## src/rtl/serial_add_sub.sv

```systemverilog
// Bit-serial two's-complement adder/subtractor: one NAND-gate full-adder cell
// walks the operands LSB first, then presents result/carry/overflow for one cycle.
module serial_add_sub #(
    parameter int unsigned WIDTH = 32
) (
    input  logic             i_clock,
    input  logic             i_reset_n,
    input  logic             i_start,
    input  logic             i_sub,
    input  logic [WIDTH-1:0] i_data_a,
    input  logic [WIDTH-1:0] i_data_b,
    output logic             o_busy,
    output logic             o_done,
    output logic [WIDTH-1:0] o_result,
    output logic             o_carry_out,
    output logic             o_overflow
);

    localparam int unsigned CntW = $clog2(WIDTH);

    typedef enum logic [1:0] {
        StIdle,
        StRun,
        StDone
    } state_e;

    state_e             r_state;
    state_e             w_state_d;
    logic [WIDTH-1:0]   r_a_sh;
    logic [WIDTH-1:0]   r_b_sh;
    logic [WIDTH-1:0]   r_sum_sh;
    logic [CntW-1:0]    r_cnt;
    logic               r_c;
    logic [WIDTH-1:0]   r_result;
    logic               r_carry_out;
    logic               r_overflow;

    logic               w_accept;
    logic               w_last;
    logic               w_s;
    logic               w_cout;
    logic [WIDTH-1:0]   w_sum_next;
    logic               w_n1, w_n2, w_n3, w_x, w_n4, w_n5, w_n6;

    // Nine-NAND full adder: w_x = a^b, sum = w_x^c, carry = majority(a, b, c).
    assign w_n1 = ~(r_a_sh[0] & r_b_sh[0]);
    assign w_n2 = ~(r_a_sh[0] & w_n1);
    assign w_n3 = ~(r_b_sh[0] & w_n1);
    assign w_x  = ~(w_n2 & w_n3);
    assign w_n4 = ~(w_x & r_c);
    assign w_n5 = ~(w_x & w_n4);
    assign w_n6 = ~(r_c & w_n4);
    assign w_s    = ~(w_n5 & w_n6);
    assign w_cout = ~(w_n1 & w_n4);

    assign w_sum_next = {w_s, r_sum_sh[WIDTH-1:1]};
    assign w_accept   = (r_state == StIdle) && i_start;
    assign w_last     = (r_cnt == CntW'(WIDTH - 1));

    always_ff @(posedge i_clock or negedge i_reset_n) begin
        if (!i_reset_n) begin
            r_state <= StIdle;
        end else begin
            r_state <= w_state_d;
        end
    end

    always_comb begin
        w_state_d = r_state;
        unique case (r_state)
            StIdle:  if (i_start) w_state_d = StRun;
            StRun:   if (w_last) w_state_d = StDone;
            StDone:  w_state_d = StIdle;
            default: w_state_d = StIdle;
        endcase
    end

    always_ff @(posedge i_clock or negedge i_reset_n) begin
        if (!i_reset_n) begin
            r_a_sh      <= '0;
            r_b_sh      <= '0;
            r_sum_sh    <= '0;
            r_cnt       <= '0;
            r_c         <= 1'b0;
            r_result    <= '0;
            r_carry_out <= 1'b0;
            r_overflow  <= 1'b0;
        end else if (w_accept) begin
            // Subtraction is A + ~B + 1: the +1 enters as the initial carry.
            r_a_sh   <= i_data_a;
            r_b_sh   <= i_sub ? ~i_data_b : i_data_b;
            r_c      <= i_sub;
            r_cnt    <= '0;
            r_sum_sh <= '0;
        end else if (r_state == StRun) begin
            r_a_sh   <= r_a_sh >> 1;
            r_b_sh   <= r_b_sh >> 1;
            r_sum_sh <= w_sum_next;
            r_c      <= w_cout;
            r_cnt    <= r_cnt + CntW'(1);
            if (w_last) begin
                // r_c is still the carry into the MSB on this step.
                r_result    <= w_sum_next;
                r_carry_out <= w_cout;
                r_overflow  <= r_c ^ w_cout;
            end
        end
    end

    assign o_busy      = (r_state != StIdle);
    assign o_done      = (r_state == StDone);
    assign o_result    = r_result;
    assign o_carry_out = r_carry_out;
    assign o_overflow  = r_overflow;

endmodule

```

## config.mk

```make
export PLATFORM = sky130hd
export DESIGN_NAME = serial_add_sub
export DESIGN_NICKNAME = d
export VERILOG_FILES = /design/src/rtl/serial_add_sub.sv
export SDC_FILE = /design/constraint.sdc
export NUM_CORES = 1
export LEC_CHECK = 0
export ABC_AREA = 1
export CORE_AREA = 2 2 110 139
export DETAILED_ROUTE_END_ITERATION = 12
export DIE_AREA = 0 0 112 141
export PLACE_DENSITY = 0.68
export SYNTH_ARGS = -nofsm -noshare
export SYNTH_HDL_FRONTEND = slang
export SYNTH_SLANG_ARGS = --single-unit
```

## constraint.sdc

```tcl
create_clock -name i_clock -period 3.6 [get_ports i_clock]
set_clock_uncertainty 0.05 [all_clocks]
set_input_delay 1.08 -clock i_clock [delete_from_list [all_inputs] [get_ports i_clock]]
set_output_delay 1.08 -clock i_clock [all_outputs]
set_load 0.01 [all_outputs]
```

# --- Word-level counts from Yosys, hierarchy flattened ---
# Index checks and enable logic that the tools add are counted.
totals:
  reg_bits: 138
  wordCells: 56
classes:
  n_addsub: 1
  eq_ne: 5
  n_mux: 14
  n_bitwise: 21
  n_reduce_logical: 6
ops:
  columns: ["cell", "n"]
  rows:
  - ["32-bit two-way mux", 7]
  - ["32-bit inverter", 1]
  - ["5-bit two-way mux", 2]
  - ["1-bit inverter", 10]
  - ["1-bit bitwise AND", 9]
  - ["5-bit by 1-bit adder with 5-bit output, second input constant", 1]
  - ["5-bit equality test, second input constant", 1]
  - ["2-bit two-way mux", 2]
  - ["2-bit inequality test, second input constant", 2]
  - ["2-bit one-hot mux with 2 select lines", 1]
  - ["2-bit nonzero test", 2]
  - ["3-bit AND reduction", 1]
  - ["2-bit by 1-bit equality test with 1-bit output, second input constant", 1]
  - ["2-bit equality test, second input constant", 1]
  - ["2-bit zero test", 1]
  - ["1-bit two-way mux", 2]
  - ["2-bit AND reduction", 1]
  - ["1-bit logical AND", 1]
  - ["1-bit bitwise XOR", 1]

# --- Longest topological paths before layout ---
depth:
  word_depth: 14
  depth_mapped: 9

# --- Worst setup path after synthesis ---
# Ideal clock, no wire load.
synth_path:
  path_type: "input to register"
  start: "input i_sub"
  end: "register r_b_sh[12]"
  arrival_time_ps: 1755
  t_required_ps: 3425
  setup_slack_ps: 1670
  cell_stages: 6
  n_path_buf: 2
  path_cell_list: "buf_2 -> inv_1 -> clkbuf_1 -> nand2_1 -> nand4_1 -> nand3_1"
synth_via:
  elab_chain_len: 2
synth_lines:
  columns: ["element", "line", "source"]
  rows:
  - ["start: declaration", "9", "input logic i_sub,"]
  - ["32-bit two-way mux", "91", "r_b_sh <= i_sub ? ~i_data_b : i_data_b;"]
  - ["32-bit two-way mux", "88", "end else if (w_accept) begin"]
  - ["end signal: assignment", "91", null]
  - ["end signal: assignment", "97", "r_b_sh <= r_b_sh >> 1;"]
  - ["end: declaration", "30", "logic [WIDTH-1:0] r_b_sh;"]
# No other way between the ends.
# A chain may end at the register's enable or synchronous reset.

# --- Final worst setup path ---
layout_path:
  start: "register r_state[1]"
  end: "output o_done"
layout_via:
  elab_chain_len: 1
layout_lines:
  columns: ["element", "line", "source"]
  rows:
  - ["start: declaration", "27", "state_e r_state;"]
  - ["start signal: assignment", "62", "r_state <= StIdle;"]
  - ["start signal: assignment", "64", "r_state <= w_state_d;"]
  - ["2-bit equality test", "111", "assign o_done = (r_state == StDone);"]
  - ["end: declaration", "13", "output logic o_done,"]
# No other way between the ends.

==> results.sh <==
export IMPL_synth_compound_area_frac=0.05368
export IMPL_total_power_mw=6.284
export IMPL_min_delay_start="r_a_sh[31]$_DFFE_PN0P_"
export IMPL_post_cts_buffers=0
export IMPL_rr_startpoint="r_state[0]$_DFFE_PN0P_"
export IMPL_crit_fanout=3
export IMPL_p_per_area_nw_per_um2=768.3
export IMPL_wire_per_inst_um=11.56
export IMPL_synth_nets=948
export IMPL_drt_vias_per_instance=4.639
export IMPL_synthXorXnorAreaFrac=0.002723
export IMPL_ctsHoldBuffers=0
export IMPL_switching_power_mw=2.265
export IMPL_cp_arrival_ns=1.70
export IMPL_start_kind="flop"
export IMPL_fin_crit_ns=2.835
export IMPL_relSlewSlack=0.4736
export IMPL_hold_class="flop to flop"
export IMPL_synth_seq_area_share=0.5329
export IMPL_clock_sinks=137
export IMPL_layoutNonFillerInstCount=1160
export IMPL_grt_pass1_vias=5025
export IMPL_setup_slack_ns=0.7652
export IMPL_dieArea_sq_um=15790
export IMPL_die_width_um=112
export IMPL_final_util=0.5587
export IMPL_mostFrequentLayoutCells="nand2_1 (485), dfrtp_1 (137), clkdlybuf4s50_1 (102)"
export IMPL_cap_viol_max_count=0
export IMPL_via_count=5381
export IMPL_die_h_um=141
export IMPL_cts_htree_levels=4
export IMPL_antenna_left=0
export IMPL_synth_area_leader_cell="dfrtp_1"
export IMPL_outcome="finished, final reports clean"
export IMPL_drive_gt1_frac=0.05521
export IMPL_hold_slack_ns=0.4276
export IMPL_syn_area_per_cell_sq_um=7.336
export IMPL_antenna_found_initial=0
export IMPL_drv_slew=0
export IMPL_drtIter0Drc=413
export IMPL_netlist_instances=877
export IMPL_cts_tree="yes"
export IMPL_max_stage_delay_ns=0.58
export IMPL_clkTransAtPathRegs_ns=0.06
export IMPL_endpoint_kind="output port"
export IMPL_worst_ir_drop_vdd_mv=0.4231
export IMPL_p_sw_frac=0.3604
export IMPL_core_area_sq_um=14640
export IMPL_post_place_ws_ns=0.8586
export IMPL_ys_ff_latch=137
export IMPL_synth_top_family_by_area="simple AND/OR/NAND/NOR gates"
export IMPL_finalHoldViolations=0
export IMPL_hpwlAfterDp_mm=8.583
export IMPL_crit_start="r_state[1]$_DFFE_PN0P_"
export IMPL_gp_congestion=0.7666
export IMPL_p_leak_nw=4.348
export IMPL_crit_chain="inv_2 > nor2_1 > clkdlybuf4s50_1"
export IMPL_synth_simple_area_share=0.3114
export IMPL_grt_max_degree=68
export IMPL_dpl_cell_area_sq_um=7600
export IMPL_rows=50
export IMPL_clk_path_buf_depth=2
export IMPL_final_common_cell="nand2_1"
export IMPL_wl_mm=13.40
export IMPL_grt_setup_unrepaired="false"
export IMPL_post_route_period_util=0.7875
export IMPL_p_int_mw=4.019
export IMPL_grt_first_pass_wirelength_mm=23.00
export IMPL_critPathRequiredTime_ns=2.47
export IMPL_final_cell_area_sq_um=8179
export IMPL_cts_buffers=17
export IMPL_grt_usage=0.1769
export IMPL_first_pass_iters=5
export IMPL_netlist_area_leader_share=0.5329
export IMPL_io_buffers=103
export IMPL_dp_cells=1128
export IMPL_setup_violations_final=0
export IMPL_ios=104
export IMPL_fmax_mhz=352.8
export IMPL_insertedDiodeCount=0
export IMPL_synth_area_leaders="dfrtp_1 (53%), nand2_1 (28%), inv_1 (5.6%)"
export IMPL_synthAdderAreaFrac=0.007001
export IMPL_worstSkewPairLatency_ns=0.41
export IMPL_crit_slowest_cell="clkdlybuf4s50_1"
export IMPL_muxShareOfSynthArea=0
export IMPL_fin_nets=1036
export IMPL_critPathKind="flop to output port"
export IMPL_drcViolationCount=0
export IMPL_pwr_share_clk=0.271
export IMPL_yosysWarnings=0
export IMPL_overflow=0
export IMPL_setup_tns_ns=0
export IMPL_start_util=0.4395
export IMPL_synth_cell_types=21
export IMPL_pwr_share_comb=0.330
export IMPL_ctsResizeCount=0
export IMPL_seq_power_share=0.399
export IMPL_cts_root_buf="clkbuf_16"
export IMPL_syn_to_final_growth_pct=27.13
export IMPL_netlist_area_sq_um=6434
export IMPL_worst_pin_slew_ns=0.7878
cells in the mapped netlist:
cell type  count
nand2_1      486
nor2_2         1
clkbuf_1      15
fa_1           1
buf_1          2
a21oi_1        1
o21ai_1       45
ha_1           2
buf_4          2
nor2_1         4
buf_6          1
xnor2_1        2
buf_2         25
o21ai_0       23
inv_2          5
inv_1         96
nand4_1        4
nand2_2        1
nor2_4         1
nand3_1       23
dfrtp_1      137
state kept, by name, indices dropped and copies added (netlist names):
| signal | flops |
|---|---|
| r_a_sh | 32 |
| r_state | 2 |
| o_carry_out | 1 |
| r_cnt | 5 |
| o_overflow | 1 |
| r_sum_sh | 31 |
| r_b_sh | 32 |
| o_result | 32 |
| r_c | 1 |
final timing paths:
kind | to | slack (ns) | cells past startpoint
max reg2reg | r_cnt[2]$_DFFE_PN0P_ | 1.49 | 5
min reg2reg | r_a_sh[31]$_DFFE_PN0P_ | 0.43 | 2
max | o_done | 0.77 | 3
min | r_a_sh[31]$_DFFE_PN0P_ | 0.43 | 2
min in group asynchronous | r_b_sh[27]$_DFFE_PN0P_ | 0.59 | 1
max in group asynchronous | r_sum_sh[3]$_DFFE_PN0P_ | 2.13 | 2
kinds of logic (layout without fill, tap and decap cells):
logic type                 count (synthesis)  count (layout)
DFF                                      137             137
xor gates and xnor gates                   2               2
buffers and inverters                    146             247
and+or+nand+nor                          520             520
adders and majority gates                  3               3
AOI/OAI and AO/OA                         69              69
per-layer routing:
layer / track usage / part of all wire / vias to the layer above
met3: 0.03697 / 0.032 / 9
met1: 0.2341 / 0.47 / 2482
met4: 0.04044 / 0.0094 / 0
met5: 0 / 0 / -
li1: - / - / 2796
met2: 0.3011 / 0.49 / 94
area by class of cell:
class | instances | area, sq um
flip-flops and latches | 137 | 3428
repair buffers | 114 | 1140
inverters | 101 | 379.1
well taps | 182 | 227.7
clock buffers | 17 | 425.4
fillers | 1441 | 6460
multi-input cells | 594 | 2425
clock inverters | 15 | 153.9
worst max-delay path, delay by kind of cell, from the launching register on:
family / cells / cell delay (ns)
buf+inv: 2 / 0.70
flops: 1 / 0.50
simple gates: 1 / 0.10
power groups by stage:
stage / registers, mW / logic, mW / clock network, mW
2_1_floorplan: 2.52 / 1.36 / 0
6_report: 2.51 / 2.07 / 1.70
3_5_place_dp: 2.52 / 2.12 / 0
4_1_cts: 2.51 / 2.12 / 1.75
5_1_grt: 2.59 / 2.40 / 1.81
3_3_place_gp: 2.52 / 2.06 / 0
(Power assumes the default switching activity.)
